`config.mk`:
```
export PLATFORM = sky130hd
export DESIGN_NAME = instruction_fetch_unit
export DESIGN_NICKNAME = d
export VERILOG_FILES = /design/src/rtl/instruction_fetch_unit_pkg.sv /design/src/rtl/fetch_hold_buffer.sv /design/src/rtl/instruction_fetch_unit.sv
export SDC_FILE = /design/constraint.sdc
export NUM_CORES = 1
export LEC_CHECK = 0
export BUFFER_PORTS_ARGS = -buffer_cell sky130_fd_sc_hd__buf_2
export CAP_MARGIN = 20
export CORE_MARGIN = 5
export CORE_UTILIZATION = 56
export DETAILED_ROUTE_END_ITERATION = 6
export PLACE_DENSITY = 0.81
export SYNTH_ARGS = -nofsm -noshare
export SYNTH_HDL_FRONTEND = slang
export SYNTH_SLANG_ARGS = --single-unit
```
`constraint.sdc`:
```
create_clock -name clk -period 2.2 [get_ports clk]
set_input_delay 0.11 -clock clk [delete_from_list [all_inputs] [get_ports clk]]
set_output_delay 0.11 -clock clk [all_outputs]
set_load 0.01 [all_outputs]
```
`src/rtl/instruction_fetch_unit_pkg.sv`:
```
// Shared definitions for the instruction fetch unit: state encoding,
// datapath widths, default reset PC / step, and an address-alignment helper.
package instruction_fetch_unit_pkg;

  localparam int INSTR_W = 32;
  localparam int ADDR_W  = 32;

  localparam logic [ADDR_W-1:0] DEF_RESET_PC = 32'h0000_0000;
  localparam logic [ADDR_W-1:0] DEF_PC_STEP  = 32'd4;

  // FETCH: request outstanding at pc_q; HOLD: word parked in hold buffer;
  // DROP: old request still completing after a redirect, its data is thrown away.
  typedef enum logic [1:0] {
    ST_FETCH = 2'b00,
    ST_HOLD  = 2'b01,
    ST_DROP  = 2'b10
  } fetch_state_e;

  // Force a byte address onto a word boundary.
  function automatic logic [ADDR_W-1:0] word_align(input logic [ADDR_W-1:0] addr);
    return addr & ~{{(ADDR_W-2){1'b0}}, 2'b11};
  endfunction

endpackage

```
`src/rtl/fetch_hold_buffer.sv`:
```
// One-entry {pc, instruction} holding register used while the stage register
// is frozen. clear wins over load; synchronous active-low reset.
module fetch_hold_buffer
  import instruction_fetch_unit_pkg::*;
(
  input  logic               clk,
  input  logic               rst,
  input  logic               load,
  input  logic               clear,
  input  logic [ADDR_W-1:0]  pc_in,
  input  logic [INSTR_W-1:0] instr_in,
  output logic [ADDR_W-1:0]  pc_o,
  output logic [INSTR_W-1:0] instr_o
);

  logic [ADDR_W-1:0]  pc_d, pc_q;
  logic [INSTR_W-1:0] instr_d, instr_q;

  // Next-entry selection: clear, load, or keep.
  always_comb begin
    pc_d    = pc_q;
    instr_d = instr_q;
    if (clear) begin
      pc_d    = 32'h0000_0000;
      instr_d = 32'h0000_0000;
    end else if (load) begin
      pc_d    = pc_in;
      instr_d = instr_in;
    end else begin
      pc_d    = pc_q;
      instr_d = instr_q;
    end
  end

  // Entry register with synchronous reset.
  always_ff @(posedge clk) begin
    if (!rst) begin
      pc_q    <= 32'h0000_0000;
      instr_q <= 32'h0000_0000;
    end else begin
      pc_q    <= pc_d;
      instr_q <= instr_d;
    end
  end

  assign pc_o    = pc_q;
  assign instr_o = instr_q;

endmodule

```
`src/rtl/instruction_fetch_unit.sv`:
```
// Instruction fetch unit: owns the PC, drives the instruction-memory request
// handshake and produces {pc+step, instruction, valid} for the IF/ID register.
// Optional macro FETCH_STALL_COUNTER_EN adds a saturating stall_cycles output
// counting request cycles that see no acknowledge.
module instruction_fetch_unit
  import instruction_fetch_unit_pkg::*;
#(
  parameter logic [ADDR_W-1:0] RESET_PC = DEF_RESET_PC,
  parameter logic [ADDR_W-1:0] PC_STEP  = DEF_PC_STEP
) (
  input  logic               clk,
  input  logic               rst,
  input  logic               freeze,
  input  logic               branch_taken,
  input  logic [ADDR_W-1:0]  branch_addr,
  output logic               imem_req,
  output logic [ADDR_W-1:0]  imem_addr,
  input  logic               imem_ack,
  input  logic [INSTR_W-1:0] imem_rdata,
  output logic [ADDR_W-1:0]  pc_out,
  output logic [INSTR_W-1:0] instruction_out,
`ifdef FETCH_STALL_COUNTER_EN
  output logic [31:0]        stall_cycles,
`endif
  output logic               valid_out
);

  fetch_state_e       state_d, state_q;
  logic [ADDR_W-1:0]  pc_d, pc_q;
  logic [ADDR_W-1:0]  drop_addr_d, drop_addr_q;
  logic [ADDR_W-1:0]  out_pc_d, out_pc_q;
  logic [INSTR_W-1:0] out_instr_d, out_instr_q;
  logic               out_valid_d, out_valid_q;
  logic               buf_load, buf_clear;
  logic [ADDR_W-1:0]  buf_pc;
  logic [INSTR_W-1:0] buf_instr;
  logic [ADDR_W-1:0]  pc_next;

  assign pc_next = pc_q + PC_STEP;

  // Request is live in FETCH and DROP, and never while reset is held.
  // DROP keeps presenting the abandoned address until its ack arrives.
  assign imem_req  = rst & (state_q != ST_HOLD);
  assign imem_addr = (state_q == ST_DROP) ? drop_addr_q : pc_q;

  fetch_hold_buffer u_hold_buf (
    .clk      (clk),
    .rst      (rst),
    .load     (buf_load),
    .clear    (buf_clear),
    .pc_in    (pc_next),
    .instr_in (imem_rdata),
    .pc_o     (buf_pc),
    .instr_o  (buf_instr)
  );

  // Next-state, PC and output-register logic; a redirect beats everything.
  always_comb begin
    state_d     = state_q;
    pc_d        = pc_q;
    drop_addr_d = drop_addr_q;
    out_pc_d    = out_pc_q;
    out_instr_d = out_instr_q;
    out_valid_d = out_valid_q;
    buf_load    = 1'b0;
    buf_clear   = 1'b0;
    if (branch_taken) begin
      pc_d        = word_align(branch_addr);
      out_valid_d = 1'b0;
      buf_clear   = 1'b1;
      case (state_q)
        ST_FETCH: begin
          if (imem_ack) begin
            state_d = ST_FETCH;
          end else begin
            state_d     = ST_DROP;
            drop_addr_d = pc_q;
          end
        end
        ST_HOLD: state_d = ST_FETCH;
        ST_DROP: begin
          if (imem_ack) state_d = ST_FETCH;
          else          state_d = ST_DROP;
        end
        default: state_d = ST_FETCH;
      endcase
    end else begin
      case (state_q)
        ST_FETCH: begin
          if (freeze) begin
            if (imem_ack) begin
              buf_load = 1'b1;
              pc_d     = pc_next;
              state_d  = ST_HOLD;
            end else begin
              state_d = ST_FETCH;
            end
          end else begin
            if (imem_ack) begin
              out_pc_d    = pc_next;
              out_instr_d = imem_rdata;
              out_valid_d = 1'b1;
              pc_d        = pc_next;
            end else begin
              out_valid_d = 1'b0;
            end
          end
        end
        ST_HOLD: begin
          if (!freeze) begin
            out_pc_d    = buf_pc;
            out_instr_d = buf_instr;
            out_valid_d = 1'b1;
            state_d     = ST_FETCH;
          end else begin
            state_d = ST_HOLD;
          end
        end
        ST_DROP: begin
          if (imem_ack) state_d = ST_FETCH;
          else          state_d = ST_DROP;
        end
        default: state_d = ST_FETCH;
      endcase
    end
  end

  // State, PC and output registers with synchronous active-low reset.
  always_ff @(posedge clk) begin
    if (!rst) begin
      state_q     <= ST_FETCH;
      pc_q        <= RESET_PC;
      drop_addr_q <= 32'h0000_0000;
      out_pc_q    <= 32'h0000_0000;
      out_instr_q <= 32'h0000_0000;
      out_valid_q <= 1'b0;
    end else begin
      state_q     <= state_d;
      pc_q        <= pc_d;
      drop_addr_q <= drop_addr_d;
      out_pc_q    <= out_pc_d;
      out_instr_q <= out_instr_d;
      out_valid_q <= out_valid_d;
    end
  end

  assign pc_out          = out_pc_q;
  assign instruction_out = out_instr_q;
  assign valid_out       = out_valid_q;

`ifdef FETCH_STALL_COUNTER_EN
  logic [31:0] stall_d, stall_q;

  // Saturating count of request cycles without an acknowledge.
  always_comb begin
    stall_d = stall_q;
    if (imem_req && !imem_ack) begin
      if (stall_q != 32'hFFFF_FFFF) stall_d = stall_q + 32'd1;
      else                          stall_d = stall_q;
    end else begin
      stall_d = stall_q;
    end
  end

  // Stall counter register.
  always_ff @(posedge clk) begin
    if (!rst) stall_q <= 32'h0000_0000;
    else      stall_q <= stall_d;
  end

  assign stall_cycles = stall_q;
`endif

endmodule

```
# Word-level counts from Yosys, hierarchy flattened
# Cells that the tools add are included.
[totals]
wordCells = 59
output_inout_bits = 98
regBits = 195
in_bits = 69
[classes]
bitwise_logic = 4
reduce_logical = 11
muxes = 27
n_eq_ne = 7
n_addsub = 1
[op_table]
columns = ["op", "count"]
rows = [
  ["$mux W32", 10],
  ["$pmux W32 S2", 2],
  ["$add A32 B3 Y32 const B", 1],
  ["$mux W1", 9],
  ["$mux W2", 4],
  ["$ne A2 B2 Y1 const B", 3],
  ["$pmux W2 S3", 1],
  ["$reduce_and A3 Y1", 2],
  ["$reduce_bool A2 Y1", 3],
  ["$reduce_or A2 Y1", 3],
  ["$reduce_and A5 Y1", 1],
  ["$ne A3 B3 Y1 const B", 1],
  ["$not A1 Y1", 3],
  ["$eq A2 B1 Y1 const B", 1],
  ["$eq A2 B2 Y1 const B", 1],
  ["$logic_not A2 Y1", 1],
  ["$ne A2 B1 Y1 const B", 1],
  ["$pmux W1 S2", 1],
  ["$reduce_and A2 Y1", 1],
  ["$and A1 B1 Y1", 1],
]

# Depth between registers and ports, before layout
# Gate-level depths: netlist of the first run.
[logic_depth]
ltp_word = 4
mapped_depth = 8
depth_no_buf = 6

# By module
# A second synthesis of the first run with hierarchy kept.
[hier_totals]
hier_cells = 1045
hier_area_um2 = 8762.2
[modules_own_cells]
columns = ["mod", "area_per_inst_um2", "n_inst", "seq_area_each_um2", "cells_per_inst"]
rows = [
  ["instruction_fetch_unit", 6457.4, 1, 2542.4, 838],
  ["fetch_hold_buffer", 2304.7, 1, 1281.2, 207],
]

# Least setup slack after synthesis of the first run
# No wires, ideal clock.
[synth_path]
kind = "reg2reg"
startpoint = "register pc_q[3]"
endpoint = "register out_pc_q[20] (netlist: pc_out[20])"
path_slack_ns = 0.186
n_path_buf = 0
arrival_time_ns = 1.956
synth_period_minus_slack_ns = 2.014
required_ns = 2.142
setup_ns = 0.058
stages_incl_launch_ff = 7
cell_sequence = "dfxtp_1 > ha_1 > nand3_1 > or4_4 > or3_1 > a21oi_1 > o21a_1"
[synth_between]
elab_chain_len = 4
[synth_lines]
columns = ["element", "line_no", "source"]
rows = [
  ["from (decl)", "instruction_fetch_unit.sv:29", "logic [ADDR_W-1:0] pc_d, pc_q;"],
  ["from (signal assigned)", "instruction_fetch_unit.sv:139", "pc_q <= pc_d;"],
  ["$add A32 B3 Y32", "instruction_fetch_unit.sv:39", "assign pc_next = pc_q + PC_STEP;"],
  ["$mux W32", "instruction_fetch_unit.sv:99", "if (imem_ack) begin"],
  ["$mux W32", "instruction_fetch_unit.sv:90", "if (freeze) begin"],
  ["$pmux W32 S2", "instruction_fetch_unit.sv:88", "case (state_q)"],
  ["to (signal assigned)", "instruction_fetch_unit.sv:141", "out_pc_q <= out_pc_d;"],
  ["to (decl)", "instruction_fetch_unit.sv:31", "logic [ADDR_W-1:0] out_pc_d, out_pc_q;"],
]
# No other way between the ends. The select of a mux whose other input is x is not followed.
# A chain may end at the register's enable or synchronous reset.

# Worst setup path in the final report of the first run
[layout_path]
startpoint = "register pc_q[11]"
endpoint = "register pc_q[27]"
[layout_between]
elab_chain_len = 4
[layout_lines]
columns = ["element", "line_no", "source"]
rows = [
  ["$add A32 B3 Y32", "instruction_fetch_unit.sv:39", ""],
  ["$mux W32", "instruction_fetch_unit.sv:91, instruction_fetch_unit.sv:99", ""],
  ["$mux W32", "instruction_fetch_unit.sv:88", ""],
  ["$mux W32", "instruction_fetch_unit.sv:67", "if (branch_taken) begin"],
]
# No other way between the ends. The select of a mux whose other input is x is not followed.

==> results of run 1 <==
-- repair_timing --
item,4_1_cts,5_1_grt
hold endpoints to repair,57,0
resized for setup,0,3
hold buffers,57,0
setup endpoints to repair,0,3
-- report_power, final --
group / switching (mW) / internal, mW / total, mW / leakage [nW]
clock: 1.30 / 1.61 / 2.92 / 0.269
sequential: 0.110 / 3.51 / 3.62 / 1.52
combinational: 0.527 / 0.421 / 0.948 / 2.93
-- logic make-up after synthesis --
kind of cell,after synthesis,synth area share [%]
compound gates,239,18.46
simple gates,450,24.04
flops,187,42.68
other cells,1,0.04275
mux,30,3.823
xor+xnor,51,5.093
fa+ha+maj,1,0.1426
buf+inv,118,5.720
-- area by class of cell --
type	count	area, sq um	share of cell area (%)
sequential	187	3745	34.15
antenna	1	2.502	0.02282
clock inverter	10	95.09	0.8671
timing repair buffer	269	1818	16.58
tap	211	264.0	2.407
clock buffer	21	460.4	4.199
inverter	3	11.26	0.1027
multi-input combinational	775	4571	41.68
-- worst max-delay path: stages (launching register included) --
cell and delay (ns):
dfxtp_1 0.47, buf_4 0.19, and4_1 0.20, nand3_1 0.33
nor4_1 0.48, xnor2_1 0.17, a21oi_1 0.09
-- stage by stage --
step / utilization, % / cell area, sq um / hold slack, ns / setup slack (ns) / total power, mW
finish: 71.87 / 10970 / 0.008971 / 0.1385 / 7.483
global placement: 64.41 / 9828 / 0.3567 / 0.1626 / 4.517
detailed placement: 64.41 / 9828 / 0.3602 / 0.1551 / 4.537
global route: 71.87 / 10970 / 0.01604 / 0.01446 / 7.748
floorplan: - / 8782 / 0.1868 / 0.1861 / 4.205
CTS: 71.79 / 10950 / 0.001021 / 0.1486 / 7.493
-- cells in the mapped netlist, drive strengths merged, types with 2 or more instances --
cell type and number:
o21a 2, clkbuf 74, nand3 71, mux2i 2, and4 5, mux2 28, o21ai 42, a221oi 4
o211ai 12, nand2 230, o31ai 2, buf 41, o211a 38, xor2 22, inv 3, and2 8
nor4 15, o221ai 3, nor3 20, nor2 47, or3 2, nand3b 2, a21boi 31, a211oi 19
xnor2 29, dfxtp 187, nor2b 10, a31o 6, nor4b 3, a21oi 75, nand4 26, and3 7
-- worst min-delay path by stage --
stage,depth (start not counted),startpoint,slack (ns),to
after floorplan,1,imem_ack,0.19,state_q[1]
after global routing,4,branch_addr[8],0.02,pc_q[8]
final,3,branch_addr[23],0.009,pc_q[23]
after global placement,2,branch_addr[7],0.36,pc_q[7]
after CTS,4,branch_addr[8],0.001,pc_q[8]
after detailed placement,2,branch_addr[7],0.36,pc_q[7]
-- routing by layer --
layer | GRT usage, % | part of all wire [%] | vias to the layer above
li1 | - | - | 4072
met1 | 34.23 | 41 | 3991
met2 | 45.16 | 49 | 349
met3 | 5.609 | 6.7 | 76
met4 | 10.64 | 3.4 | 0
met5 | 0 | 0 | -
-- flip-flops by register name (all words and copies together), names as in the netlist --
| register | count |
|---|---|
| state_q | 2 |
| pc_out | 30 |
| pc_q | 30 |
| valid_out | 1 |
| u_hold_buf.instr_o | 32 |
| drop_addr_q | 30 |
| u_hold_buf.pc_o | 30 |
| instruction_out | 32 |
==> impl_metrics.ini, run 1 <==
[status]
status = completed

[floorplan]
core_area_sq_um = 15260
io_pins = 167
start_util_pct = 57.48
rows = 45
die_w_microns = 135.2
die_area_sq_um = 18270
die_h_microns = 135.2

[clock_tree]
cts.path.max_buffers = 2
cts-buffers-inserted = 17
cts_setup_buffers = 0
cts_tree = built
clock-root-buffer = clkbuf_16
path_clk_slew_ns = 0.07
clk-insertion-delay-late_ns = 0.43
clock-sinks = 187
h-tree-depth = 4

[grt]
antenna_found_initial = 1
grt_pass1_vias = 8201
grt_max_degree = 86
grt-ovfl-total = 0
track_usage_pct = 27.01
grt_pass1_wl_mm = 40.32

[placement]
gp_congestion = 0.9319
io_buffers = 160
place.detailed.hpwl_mm = 15.86
dp.cells = 1388

[power]
leakage_nw = 4.717
vdd_drop_max_mv = 0.6132
powerDensity_nw_per_um2 = 682.3

[timing]
fin_crit_sh_pct = 93.70
rsz0062_at_grt = no
finalSetupTns_ns = 0
tightest_slew_ns = 0.5741
skew_ns = 0.009676
finalHoldViolCount = 0
setup_violations = 0
drv_slew = 0
max_freq_ghz = 0.4851
post-route-min-period_ns = 2.062
slew_headroom_pct = 61.44

[synth]
synthTopCellsByArea = dfxtp_1 43%, nand2_1 9.8%, o211a_1 4.3%
synth.distinct_cells = 49
ys.flop_type = dfxtp_1
ys.warnings.count = 0
synth_area_per_cell_sq_um = 8.144
yosysTopAreaCellShare_pct = 42.68
synth_edf_count = 0
synth_top_area_cell = dfxtp_1
yosysSeqAreaShare_pct = 42.68
syn_area_sq_um = 8771
ys_ff_latch = 187
ys_async_sr_fraction_pct = 0
syn_inst = 1077

[critical_path]
crit_type = flip-flop to flip-flop
crit_path_max_fanout = 11
reg2regPathDepth = 6
r2r_slack_ns = 0.14
r2r_end = pc_q[27]
cp.required_ns = 2.50
critical_path.startpoint = pc_q[11]
cp.arrival_ns = 2.36
worstReg2RegStart = pc_q[11]
crit_end = pc_q[27]
critPathLaunchType = flip-flop
endpoint_kind = flip-flop

[final_layout]
drive_above_1_share_pct = 23.00
mostFrequentLayoutCell = nand2_1
fillers = 1140
final_nets = 1323
fin_cells = 1477
final_cell_mix = 230 x nand2_1, 186 x dfxtp_1, 159 x buf_2
area.growth.synth_to_final_pct = 25.04

[detailed_routing]
first_pass_iters = 5
route.detailed.drc = 0
avgViaCountPerCell = 5.747
wl_per_cell_microns = 16.81
postRouteAntennaNets = 0
wl_mm = 24.83
vias = 8488
drt_iter0_markers = 839

[min_path]
hp-class = input pin to flip-flop

[flow_run]
drv_cap = 0
No activity file was read; power rests on OpenSTA's default activity.
==> inputs of run 2 (changes only) <==
- CORE_ASPECT_RATIO: unset -> 1.1
- clock period: 2.2 -> 2.3 ns (I/O delays scaled with it)
==> run 2 against run 1 <==
Against the previous run:
- count of clock-buffer cells in the layout fell by 2
- sequential cell count did not move
- critical endpoint is now pc_out[20]
- clock power about the same
- clock skew shrank 0.00094 ns
- utilization is 1.7 points lower
- global-route usage decreased by 1.2 points
==> impl_metrics.ini, run 2 (synthesized netlist as in run 1, its figures left out) <==
[detailed_routing]
postRouteAntennaNets = 0
route.detailed.drc = 0
first_pass_iters = 5
wl_per_cell_microns = 16.45
vias = 8340
drt_iter0_markers = 605
avgViaCountPerCell = 5.712
wl_mm = 24.02

[critical_path]
max_stage_delay_ns = 0.61
cp_num_buf_inv = 0
worstReg2RegStart = pc_q[2]
cp.arrival_ns = 2.48
cp_top_family = simple AND/OR/NAND/NOR gates
crit_chain = ha_1 -> nand3_1 -> or4_4 -> or3_1 -> a21oi_1 -> o21a_1
crit_path_max_fanout = 4
critical_path.startpoint = pc_q[2]
crit_type = flip-flop to flip-flop
critPathLaunchType = flip-flop
cp.required_ns = 2.67
endpoint_kind = flip-flop
cp_slowest_cell = or4_4

[grt]
busiest_layer = met2
track_usage_pct = 25.80
gr-usage-met2_pct = 43.40
antenna_found_initial = 0
grt-ovfl-total = 0
grt_max_degree = 68
grtUsageMet1_pct = 34.17
grt_pass1_wl_mm = 38.87
use_met3_pct = 4.066
grt_pass1_vias = 7788

[final_layout]
multi_input_area_sq_um = 4568
seq_area_sq_um = 3744
drive_above_1_share_pct = 23.02
fillers = 1246
final_nets = 1317
final_core_util_pct = 70.18
final_cell_mix = 229 x nand2_1, 187 x dfxtp_1, 159 x buf_2
area.growth.synth_to_final_pct = 24.46
mostFrequentLayoutCell = nand2_1
antennaDiodeCount = 0

[floorplan]
io_pins = 167
start_util_pct = 56.39
die_w_microns = 129.3
rows = 48
die_area_sq_um = 18270
core_area_sq_um = 15550
die_h_microns = 141.3

[power]
leakage_nw = 4.696
vdd_drop_max_mv = 0.4537
powerDensity_nw_per_um2 = 666.1

[status]
status = completed

[timing]
max_freq_ghz = 0.4753
slew_headroom_pct = 53.77
tightest_slew_ns = 0.6904
post-route-min-period_ns = 2.104
fin_ws_ns = 0.1961
hold_ws_ns = 0.01872
finalSetupTns_ns = 0
drv_slew = 0
finalHoldViolCount = 0
rsz0062_at_grt = no
setup_violations = 0
skew_ns = 0.008732
fin_crit_sh_pct = 91.47

[placement]
gp_congestion = 0.8751
io_buffers = 160
pre_cts_ws_ns = 0.2174
place.detailed.hpwl_mm = 16.06

[clock_tree]
cts_tree = built
clock-root-buffer = clkbuf_16
cts.path.max_buffers = 2
clock-sinks = 187
clk-insertion-delay-late_ns = 0.43
cts-buffers-inserted = 17
path_clk_slew_ns = 0.07
h-tree-depth = 4
cts_setup_buffers = 0

[min_path]
min_from = branch_addr[20]
hp-class = input pin to flip-flop

[flow_run]
drv_cap = 0
## run 2: changes by cell type in the layout (fill, tap and decap cells not counted), sizes merged
cell	before	now
clkinvlp	2	3
diode	1	0
clkinv	7	5
inv	3	6
bufinv	1	2
buf	212	210
dlygate4sd3	57	53
clkbuf	21	19
## run 2: cell type report
cell class	instances	area share, %
multi-input cells	775	41.85
flip-flops and latches	187	34.29
inverters	3	0.1032
well taps	200	2.292
clock inverters	13	1.295
clock buffers	19	4.057
repair buffers	263	16.11
## run 2: stage by stage
step	instances	power, mW	cell area, sq um
after floorplan	1080	4.023	8782
after global placement	1375	4.324	9802
after detailed placement	1375	4.346	9802
after CTS	1460	7.298	10920
after global routing	1460	7.542	10920
final	1460	7.271	10920
## run 2: tightest hold or removal path: stages
cell	delay, ns
buf_2	0.08
o21ai_0	0.08
a21oi_1	0.12
## run 2: path summary, 6_finish.rpt
path | endpoint | slack, ns | cells after the start
max | pc_out[20] | 0.20 | 6
min | pc_q[20] | 0.02 | 3
max reg2reg | pc_out[20] | 0.20 | 6
min reg2reg | u_hold_buf.pc_o[12] | 0.45 | 2
## run 2: metal layers
metal | part of all wire, % | wire length [microns] | vias up
met2 | 49 | 11790 | 306
met3 | 6.9 | 1647 | 32
met4 | 1.3 | 308 | 0
li1 | - | - | 4071
met5 | 0 | 0 | -
met1 | 43 | 10280 | 3931
## run 2: power by group
part / internal, mW / switching [mW]
clock: 1.64 / 1.27
combinational: 0.399 / 0.509
sequential: 3.35 / 0.0961
total: 5.39 / 1.88
## run 2: repair_timing
| item | in CTS | in global routing |
|---|---|---|
| hold buffers | 53 | 0 |
| resized for setup | 0 | 0 |
| endpoints found under the hold margin | 53 | 0 |
==> inputs of run 3 (changes only) <==
- ABC_AREA: unset -> 1
- CORE_UTILIZATION: 56 -> 55
- PLACE_DENSITY: 0.81 -> 0.8
- TNS_END_PERCENT: unset -> 5
==> run 3 against run 2 <==
Against the previous run:
- sequential share of layout area up 2.3 points
- synthesized cell count grew 10%
- sequential power hardly changed
- synthesized area fell by 4.2%
- largest cell class unchanged
- largest power group unchanged
- highest routed layer is now met5
==> impl_metrics.ini, run 3 <==
[grt]
track_usage_pct = 25.49
antenna_found_initial = 1
grt-ovfl-total = 0
grt_pass1_vias = 7703
grt_max_degree = 74
grt_pass1_wl_mm = 37.67

[final_layout]
stdcell_area_sq_um = 10220
area.growth.synth_to_final_pct = 21.55
antennaDiodeCount = 0
fillers = 1317
multi_input_area_sq_um = 3914
drive_above_1_share_pct = 16.97
final_nets = 1415
final_cell_mix = 288 x nand2_1, 187 x dfxtp_1, 167 x a21oi_1
final_core_util_pct = 67.87
mostFrequentLayoutCell = nand2_1
seq_area_sq_um = 3744

[synth]
syn_area_sq_um = 8406
ys.flop_type = dfxtp_1
muxShareOfSynthArea_pct = 0.5359
synth_top_family_by_area = compound AO/OA/AOI/OAI gates
synthSimpleGateAreaFrac_pct = 19.02
yosysMostFrequentCell = nand2_1
synth_xor_area_share_pct = 1.742
synth_edf_count = 0
yosysSeqAreaShare_pct = 44.54
ys_async_sr_fraction_pct = 0
syn_inst = 1188
ys_ff_latch = 187
synthTopCellsByArea = dfxtp_1 45%, nand2_1 13%, a21oi_1 9.9%
synth_fa_ha_area_share_pct = 0.1489
synth_area_per_cell_sq_um = 7.075
yosysTopAreaCellShare_pct = 44.54
synth.distinct_cells = 33
synth_compound_area_share_pct = 24.62
synth_common_cells = 290 x nand2_1, 187 x dfxtp_1, 167 x a21oi_1
synth_top_area_cell = dfxtp_1
ys.warnings.count = 0

[timing]
fin_ws_ns = 0.3008
drv_slew = 0
setup_violations = 0
slew_headroom_pct = 52.28
post-route-min-period_ns = 1.999
rsz0062_at_grt = no
max_freq_ghz = 0.5002
fin_crit_sh_pct = 86.92
finalHoldViolCount = 0
skew_ns = 0.01194
tightest_slew_ns = 0.7158
finalSetupTns_ns = 0

[floorplan]
die_h_microns = 139.7
die_w_microns = 127.9
die_area_sq_um = 17860
core_area_sq_um = 15050
io_pins = 167
start_util_pct = 55.83
rows = 47

[flow_run]
drv_cap = 0

[clock_tree]
cts_setup_buffers = 0
cts_tree = built
path_clk_slew_ns = 0.07
clock-root-buffer = clkbuf_16
clock-sinks = 187
cts-buffers-inserted = 17
clk-insertion-delay-late_ns = 0.44
cts.path.max_buffers = 2
h-tree-depth = 4

[critical_path]
cp.arrival_ns = 1.88
cp.required_ns = 2.18
crit_path_max_fanout = 64
endpoint_kind = output pin
crit_type = flip-flop to output pin
critPathLaunchType = flip-flop

[placement]
place_area_sq_um = 9244
gp_congestion = 0.9337
place.detailed.hpwl_mm = 15.27
io_buffers = 160
pre_cts_ws_ns = 0.4780

[min_path]
hp-class = input pin to flip-flop

[detailed_routing]
first_pass_iters = 5
drt_iter0_markers = 680
postRouteAntennaNets = 0
route.detailed.drc = 0
wl_mm = 23.14
avgViaCountPerCell = 5.317
wl_per_cell_microns = 14.92
vias = 8247

[power]
vdd_drop_max_mv = 0.4049
leakage_nw = 4.547
powerDensity_nw_per_um2 = 702.8
total_power_mw = 7.181

[status]
status = completed
## run 3: kinds of logic after synthesis
family | Yosys count
adders and majority gates | 1
other | 1
muxes | 4
DFF | 187
and+or+nand+nor | 403
xor gates and xnor gates | 15
AOI/OAI and AO/OA | 389
buffers and inverters | 188
## run 3: worst max-delay path, cell delays in order (launching register included)
cell	delay [ns]
dfxtp_1	0.38
inv_1	0.13
nor2_4	0.11
buf_4	0.59
nor2_1	0.08
buf_2	0.17
## run 3: per-stage QoR
| step | cells | hold WS [ns] |
|---|---|---|
| 2_1_floorplan | 1191 | 0.2579 |
| 3_3_place_gp | 1480 | 0.3825 |
| 3_5_place_dp | 1480 | 0.3850 |
| 4_1_cts | 1551 | 0.008338 |
| 5_1_grt | 1551 | 0.03605 |
| 6_report | 1551 | 0.01684 |
## run 3: per-layer routing
layer	global-route usage, %	vias up	wire [microns]
met3	5.174	26	1732
li1	-	4192	-
met1	35.72	3734	10450
met4	7.765	2	403
met5	0	-	12
met2	39.66	293	10540
## run 3: worst paths after layout
| check | start | endpoint | slack [ns] | cells past startpoint |
|---|---|---|---|---|
| hold reg to reg | u_hold_buf.instr_o[19] | u_hold_buf.instr_o[19] | 0.44 | 2 |
| hold / removal | branch_addr[19] | pc_q[19] | 0.02 | 5 |
| setup reg to reg | pc_q[3] | u_hold_buf.pc_o[20] | 0.42 | 8 |
| setup / recovery | state_q[0] | imem_req | 0.30 | 5 |
## run 3: layout make-up
type	instances	area share [%]
Tap cell	196	2.400
Timing Repair Buffer	219	13.45
Inverter	104	3.845
Clock buffer	19	4.433
Sequential cell	187	36.64
Multi-Input combinational cell	816	38.31
Clock inverter	10	0.9307
## run 3: repair_timing
| item | in CTS | in global routing |
|---|---|---|
| hold buffers | 42 | 0 |
| hold endpoints to repair | 68 | 0 |
| setup endpoints to repair | 0 | 4 |
| resized for setup | 0 | 1 |
## run 3: report_power, final
part	switching, mW	internal, mW	leakage, nW	total (mW)
registers	0.0944	3.39	1.53	3.48
clock network	1.25	1.53	0.256	2.78
logic	0.563	0.349	2.76	0.912
total	1.91	5.27	4.55	7.18
